<file path="config.mk">
export PLATFORM = sky130hd
export DESIGN_NAME = pipe_hazard_ctrl
export DESIGN_NICKNAME = d
export VERILOG_FILES = /design/src/rtl/pipe_hazard_ctrl.sv
export SDC_FILE = /design/constraint.sdc
export NUM_CORES = 1
export LEC_CHECK = 0
export ABC_AREA = 1
export CAP_MARGIN = 15
export CORE_AREA = 2 2 135 137
export DETAILED_ROUTE_END_ITERATION = 10
export DIE_AREA = 0 0 137 139
export RECOVER_POWER = 100
export SLEW_MARGIN = 0
export SYNTH_ARGS = -nofsm -noshare
export SYNTH_HDL_FRONTEND = slang
export SYNTH_SLANG_ARGS = --single-unit
</file>
<file path="constraint.sdc">
create_clock -name clk_i -period 2.8 [get_ports clk_i]
set_clock_uncertainty 0.05 [all_clocks]
set_input_delay 0.42 -clock clk_i [delete_from_list [all_inputs] [get_ports clk_i]]
set_output_delay 0.42 -clock clk_i [all_outputs]
set_load 0.05 [all_outputs]
</file>
<file path="src/rtl/pipe_hazard_ctrl.sv">
// ---------------------------------------------------------------------------
// pipe_hazard_ctrl
//   Sequencing controller for the 5-stage pipeline. It turns the run enable,
//   load-use hazards, ID-stage branch resolution and the data-memory
//   handshake into PC / IF/ID / ID/EX / back-end enable, flush and bubble
//   controls. It also keeps saturating performance counters.
//
// Ports
//   clk_i, rst_i          clock, synchronous active-high reset
//   start_i               run enable (level)
//   idex_memread_i        MemRead of the instruction in EX
//   idex_rd_i             rd of the instruction in EX
//   ifid_rs1_i/rs2_i      source registers of the instruction in ID
//   branch_taken_i        branch in ID resolved taken
//   exmem_memreq_i        instruction in MEM accesses data memory
//   dmem_ack_i            data memory completes the current access
//   pc_write_o            PC write enable
//   ifid_write_o          IF/ID write enable
//   ifid_flush_o          IF/ID clear to NOP
//   idex_bubble_o         zero control bits entering ID/EX
//   pipe_en_o             ID/EX, EX/MEM, MEM/WB write enable
//   dmem_req_o            data memory request
//   stall_o / flush_o     load-use stall / branch flush this cycle
//   err_o                 sticky memory-timeout error
//   stall_cnt_o, flush_cnt_o, memwait_cnt_o   saturating counters
// ---------------------------------------------------------------------------
module pipe_hazard_ctrl #(
  parameter int CNT_W       = 32,
  parameter int MEM_TIMEOUT = 16
) (
  input  logic             clk_i,
  input  logic             rst_i,
  input  logic             start_i,
  input  logic             idex_memread_i,
  input  logic [4:0]       idex_rd_i,
  input  logic [4:0]       ifid_rs1_i,
  input  logic [4:0]       ifid_rs2_i,
  input  logic             branch_taken_i,
  input  logic             exmem_memreq_i,
  input  logic             dmem_ack_i,
  output logic             pc_write_o,
  output logic             ifid_write_o,
  output logic             ifid_flush_o,
  output logic             idex_bubble_o,
  output logic             pipe_en_o,
  output logic             dmem_req_o,
  output logic             stall_o,
  output logic             flush_o,
  output logic             err_o,
  output logic [CNT_W-1:0] stall_cnt_o,
  output logic [CNT_W-1:0] flush_cnt_o,
  output logic [CNT_W-1:0] memwait_cnt_o
);

  typedef enum logic [1:0] {
    IDLE     = 2'd0,
    RUN      = 2'd1,
    MEM_WAIT = 2'd2,
    ERR      = 2'd3
  } state_t;

  localparam logic [7:0] TIMEOUT_LIM = 8'(MEM_TIMEOUT);

  state_t     state_reg, state_next;
  logic [7:0] wait_reg, wait_next;
  logic       err_reg, err_next;
  logic       hazard;
  logic       memwait_inc;

  // Load-use: EX holds a load whose destination feeds ID (x0 never hazards).
  assign hazard = idex_memread_i && (idex_rd_i != 5'd0) &&
                  ((idex_rd_i == ifid_rs1_i) || (idex_rd_i == ifid_rs2_i));

  always_comb begin
    pc_write_o    = 1'b0;
    ifid_write_o  = 1'b0;
    ifid_flush_o  = 1'b0;
    idex_bubble_o = 1'b0;
    pipe_en_o     = 1'b0;
    dmem_req_o    = 1'b0;
    stall_o       = 1'b0;
    flush_o       = 1'b0;
    memwait_inc   = 1'b0;
    state_next    = state_reg;
    wait_next     = wait_reg;

    case (state_reg)
      IDLE: begin
        if (start_i) state_next = RUN;
      end

      RUN: begin
        pc_write_o   = 1'b1;
        ifid_write_o = 1'b1;
        pipe_en_o    = 1'b1;
        dmem_req_o   = exmem_memreq_i;
        wait_next    = 8'd0;
        if (exmem_memreq_i && !dmem_ack_i) begin
          // Access not satisfied this cycle: freeze everything and wait.
          // The in-flight access takes precedence over a stop request.
          pc_write_o   = 1'b0;
          ifid_write_o = 1'b0;
          pipe_en_o    = 1'b0;
          memwait_inc  = 1'b1;
          state_next   = MEM_WAIT;
        end else begin
          if (hazard) begin
            // Branch operands are stale under a load-use hazard, so the
            // branch is re-evaluated after the bubble.
            pc_write_o    = 1'b0;
            ifid_write_o  = 1'b0;
            idex_bubble_o = 1'b1;
            stall_o       = 1'b1;
          end else if (branch_taken_i) begin
            ifid_flush_o = 1'b1;
            flush_o      = 1'b1;
          end
          if (!start_i) state_next = IDLE;
        end
      end

      MEM_WAIT: begin
        dmem_req_o = 1'b1;
        if (dmem_ack_i) begin
          // Ack cycle retires the access; hazard/flush are not evaluated.
          pc_write_o   = 1'b1;
          ifid_write_o = 1'b1;
          pipe_en_o    = 1'b1;
          wait_next    = 8'd0;
          state_next   = RUN;
        end else begin
          memwait_inc = 1'b1;
          wait_next   = wait_reg + 8'd1;
          if (wait_next >= TIMEOUT_LIM) state_next = ERR;
        end
      end

      ERR: begin
        state_next = ERR;
      end

      default: begin
        state_next = IDLE;
      end
    endcase
  end

  assign err_next = err_reg || (state_next == ERR);
  assign err_o    = err_reg;

  always_ff @(posedge clk_i) begin
    if (rst_i) begin
      state_reg <= IDLE;
      wait_reg  <= 8'd0;
      err_reg   <= 1'b0;
    end else begin
      state_reg <= state_next;
      wait_reg  <= wait_next;
      err_reg   <= err_next;
    end
  end

  // Three identical saturating counters: 0 stall, 1 flush, 2 memory wait.
  logic [2:0]       cnt_inc;
  logic [CNT_W-1:0] cnt_reg [3];

  assign cnt_inc = {memwait_inc, flush_o, stall_o};

  generate
    for (genvar gi = 0; gi < 3; gi++) begin : g_cnt
      always_ff @(posedge clk_i) begin
        if (rst_i) begin
          cnt_reg[gi] <= '0;
        end else if (cnt_inc[gi] && (cnt_reg[gi] != {CNT_W{1'b1}})) begin
          cnt_reg[gi] <= cnt_reg[gi] + CNT_W'(1);
        end
      end
    end
  endgenerate

  assign stall_cnt_o   = cnt_reg[0];
  assign flush_cnt_o   = cnt_reg[1];
  assign memwait_cnt_o = cnt_reg[2];

endmodule

</file>
After elaboration in Yosys (flattened, before gate mapping)
Memories as Yosys holds them, arrays and structs flattened.
Cells that the tools add are included.
{"block": "op_classes", "addsub": 4, "eq_ne": 9, "reduce_logical": 12, "n_bitwise": 3, "mux": 39, "n_lt_le_gt_ge": 1}
{"op": "32-bit by 1-bit adder with 32-bit output (second input constant)", "n": 3}
{"op": "32-bit two-way mux", "n": 3}
{"op": "32-bit inequality test (second input constant)", "n": 3}
{"op": "1-bit two-way mux", "n": 24}
{"op": "8-bit case mux with 2 select lines", "n": 1}
{"op": "5-bit equality test", "n": 2}
{"op": "2-bit two-way mux", "n": 5}
{"op": "8-bit by 1-bit adder with 8-bit output (second input constant)", "n": 1}
{"op": "8-bit by 5-bit >= comparator with 1-bit output (second input constant)", "n": 1}
{"op": "8-bit two-way mux", "n": 1}
{"op": "1-bit case mux with 2 select lines", "n": 4}
{"op": "2-bit case mux with 4 select lines", "n": 1}
{"op": "2-bit equality test (second input constant)", "n": 3}
{"op": "1-bit logical AND", "n": 6}
{"op": "5-bit nonzero test", "n": 1}
{"op": "1-bit bitwise OR", "n": 3}
{"op": "2-bit by 1-bit equality test with 1-bit output (second input constant)", "n": 1}
{"op": "2-bit zero test", "n": 1}
{"op": "1-bit logical OR", "n": 2}
{"op": "2-bit nonzero test", "n": 1}
{"op": "1-bit zero test", "n": 1}
{"block": "word_totals", "out_inout_bits": 105, "memories": 1, "word_cells": 72, "register_bits": 11, "inputBits": 22, "ramBits": 96}
{"name": "cnt_reg", "words": 3, "width": 32, "read_ports": 3, "rd_ports_with_merged_regs": 0, "write_ports": 3, "line": "165", "rtl": "logic [CNT_W-1:0] cnt_reg [3];"}

Longest topological paths before layout
{"block": "logic_depth", "depth_word": 11, "depth_mapped": 14, "ltp_nobuf": 14}

Worst setup path before layout
Ideal clock, no wire load.
{"block": "synth_path", "path_type": "reg2reg", "from": "reg state_reg[0]", "to": "mem cnt_reg[2][0] (enable)", "t_required_ns": 2.361, "synth_period_minus_slack_ns": 3.050, "arrival_ns": 2.611, "path_buffers": 0, "setup_time_ns": 0.389, "stages_incl_launch_ff": 9, "setup_slack_ns": -0.250, "path_cell_list": "dfxtp_1 > inv_1 > ha_1 > inv_1 > a21oi_1 > inv_1 > nor2_1 > nand2_1 > nand2_1"}
{"element": "from (decl)", "line": "64", "rtl": "state_t state_reg, state_next;"}
{"element": "from (signal assigned)", "line": "157", "rtl": "state_reg <= state_next;"}
{"element": "to (decl)", "line": "165"}

==> impl_metrics.json <==
{
  "dr.first_iter.drc_count": 344,
  "wl_microns": 17480,
  "routed_wire_length_per_instance_microns": 14.35,
  "crit_arrival_ns": 2.60,
  "io_buffer_count": 126,
  "tightestPinTransition_ns": 0.6875,
  "cts_tree": "yes",
  "core_area_sq_um": 17660,
  "antenna_cells": 0,
  "grtUsageTotal": 0.1840,
  "rrSetupSlack_ns": 0.23,
  "overflow": 0,
  "synth_area_leaders": "edfxtp_1 (42%), nand2_1 (11%), nor2_1 (6.8%), inv_1 (5.5%), xor2_1 (5.2%)",
  "viasPerCell": 4.925,
  "post_cts_buffers": 0,
  "instances_no_fill": 1218,
  "clock_path_buffers": 2,
  "root_buffer": "clkbuf_16",
  "max_slew_margin": 0.5417,
  "p_leak_nw": 3.264,
  "worstSetupEndpointType": "register",
  "final.setup.tns_ns": 0,
  "clkTransAtPathRegs_ns": 0.07,
  "largest_register_ffs": 96,
  "grt_pass1_vias": 5543,
  "synth_edf_count": 96,
  "route.antenna.remaining_nets": 0,
  "crit_chain": "ha_1 > nand3_2 > nor2_4 > nand3_2 > nor2_1 > nand3b_1 > nand4_1 > clkbuf_4 > nor3_1",
  "vdd_drop_max_v": 0.0002982,
  "outcome": "completed",
  "cap_violations": 0,
  "pin_count": 127,
  "grt_pass1_wl_microns": 28090,
  "slowest_stage": "edfxtp_1",
  "final_max_slew_viol_count": 0,
  "path_common_cell": "nand3_2",
  "crit_start": "cnt_reg[1][1]",
  "insertion_delay_ns": 0.35,
  "cts_hold_buf": 0,
  "dieArea_sq_um": 19040,
  "cts.htree.levels": 3,
  "synth_cells": 858,
  "cts_resized": 0,
  "layout-drive-gt1-share": 0.06572,
  "path_buf_inv": 1,
  "die_w_microns": 137,
  "synth.avg_cell_area_sq_um": 8.066,
  "cp_top_family": "simple AND/OR/NAND/NOR gates",
  "ys_seq_area_frac": 0.4484,
  "synth_top_area_share": 0.4166,
  "areaGrowthSynthToFinish_pct": 25.67,
  "period_share": 0.9176,
  "place_area_sq_um": 8498,
  "yosysWarnings": 0,
  "hold_violations": 0,
  "place_inst": 1202,
  "dr.pass1.iters": 5,
  "grt_max_degree": 41,
  "rsz0062_at_grt": "no",
  "async_flop_share": 0,
  "yosys.area.top_type": "edfxtp_1",
  "std_cell_rows": 49,
  "worstSetupStartpointType": "register",
  "synth_area_sq_um": 6920,
  "cp.required_ns": 2.83,
  "start_util": 0.3919,
  "fin_crit_ns": 2.569,
  "utilization": 0.4926,
  "slowest_delay_ns": 0.44,
  "finalInstanceArea_sq_um": 8697,
  "fmax_mhz": 389.2,
  "place_congestion": 0.9143,
  "rr_startpoint": "cnt_reg[1][1]",
  "dp_hpwl_microns": 13130,
  "clock_sinks": 107,
  "die_y_microns": 139,
  "path_class": "register to register",
  "p_per_area_nw_per_um2": 461.4,
  "antenna_found_initial": 0,
  "holdCritStartpoint": "err_o",
  "numCtsBuffers": 9,
  "drcViolationCount": 0,
  "vias": 5999,
  "synth_flop_cell": "edfxtp_1",
  "fin_nets": 1014,
  "yosys_register_bits": 107,
  "setup_viol": 0,
  "hp-class": "register to register",
  "syn_nets": 888,
  "critPathMaxFanout": 32,
  "synth_cell_types": 35
}
-- metrics by stage --
stage          hold slack (ns)  power, mW  setup WS, ns
6_report                0.4063      4.013        0.2307
3_3_place_gp            0.4000      2.648        0.2492
4_1_cts                 0.4120      4.105        0.2158
5_1_grt                 0.4340      4.162       0.05522
3_5_place_dp            0.3961      2.648        0.2133
2_1_floorplan           0.3937      2.383       0.08537
-- layer usage --
metal	vias up	track usage	routed length, microns
met5	-	0	0
met4	0	0.07162	391
met3	25	0.02632	722
met2	157	0.2857	8019
met1	2733	0.2580	8345
li1	3084	-	-
-- cell type report --
class                      instances  area (sq um)
fill                            1765          8960
multi-input combinational        631          3251
sequential                       107          3103
timing repair buffer             134          1345
inverter                         101         379.1
tap                              229         286.5
clock buffer                      10         229.0
clock inverter                     6         103.9
-- cells by family (layout without fill, tap and decap cells) --
logic type      after synthesis  after routing  synth area share
simple gates                511            511            0.3423
buf+inv                     120            251           0.07376
flops                       107            107            0.4484
xor+xnor                     61             61           0.07720
compound gates               51             51           0.04393
fa+ha+maj                     8              8           0.01446
-- where the power goes --
group | internal [mW] | switching, mW | leakage (nW)
logic | 0.195 | 0.458 | 2.02
clock network | 0.870 | 0.579 | 0.164
registers | 1.81 | 0.0980 | 1.09
-- tightest hold or removal path, cell delays in order (launching register included) --
cell,delay [ns]
dfxtp_1,0.31
nand2_1,0.06
nand2_1,0.05
-- placed cells by master, fill, tap and decap left out, types with 5 or more instances in the layout --
cell / Yosys / routed
nor3_1: 69 / 69
nor2_1: 125 / 127
edfxtp_1: 96 / 96
xnor2_1: 20 / 20
or2_2: 10 / 10
inv_1: 101 / 101
nand3b_1: 7 / 7
dfxtp_1: 11 / 11
nor3_2: 6 / 6
nor3b_1: 8 / 8
nor4_1: 7 / 7
clkbuf_16: 0 / 9
clkdlybuf4s50_1: 0 / 21
nand3_1: 33 / 34
nand4_1: 20 / 21
ha_1: 8 / 8
dlygate4sd3_1: 0 / 97
a21oi_1: 27 / 35
nand2_1: 200 / 199
xor2_1: 41 / 41
nor2_4: 6 / 5
o21ai_0: 10 / 10
-- worst paths after layout --
path	end	cells past startpoint
min reg2reg	err_o	2
min	err_o	2
max reg2reg	cnt_reg[1][19]	9
max	cnt_reg[1][19]	9
-- synthesized netlist by cell type, drive strengths merged, types with 2 or more instances --
master  number
a21oi       38
buf         12
clkbuf       7
dfxtp       11
edfxtp      96
ha           8
inv        101
nand2      203
nand3       38
nand3b       7
nand4       22
nor2       136
nor3        75
nor3b        8
nor4         7
o21ai       10
o31ai        2
or2         12
xnor2       20
xor2        41
Note: power is estimated with default switching activity, not from simulation.
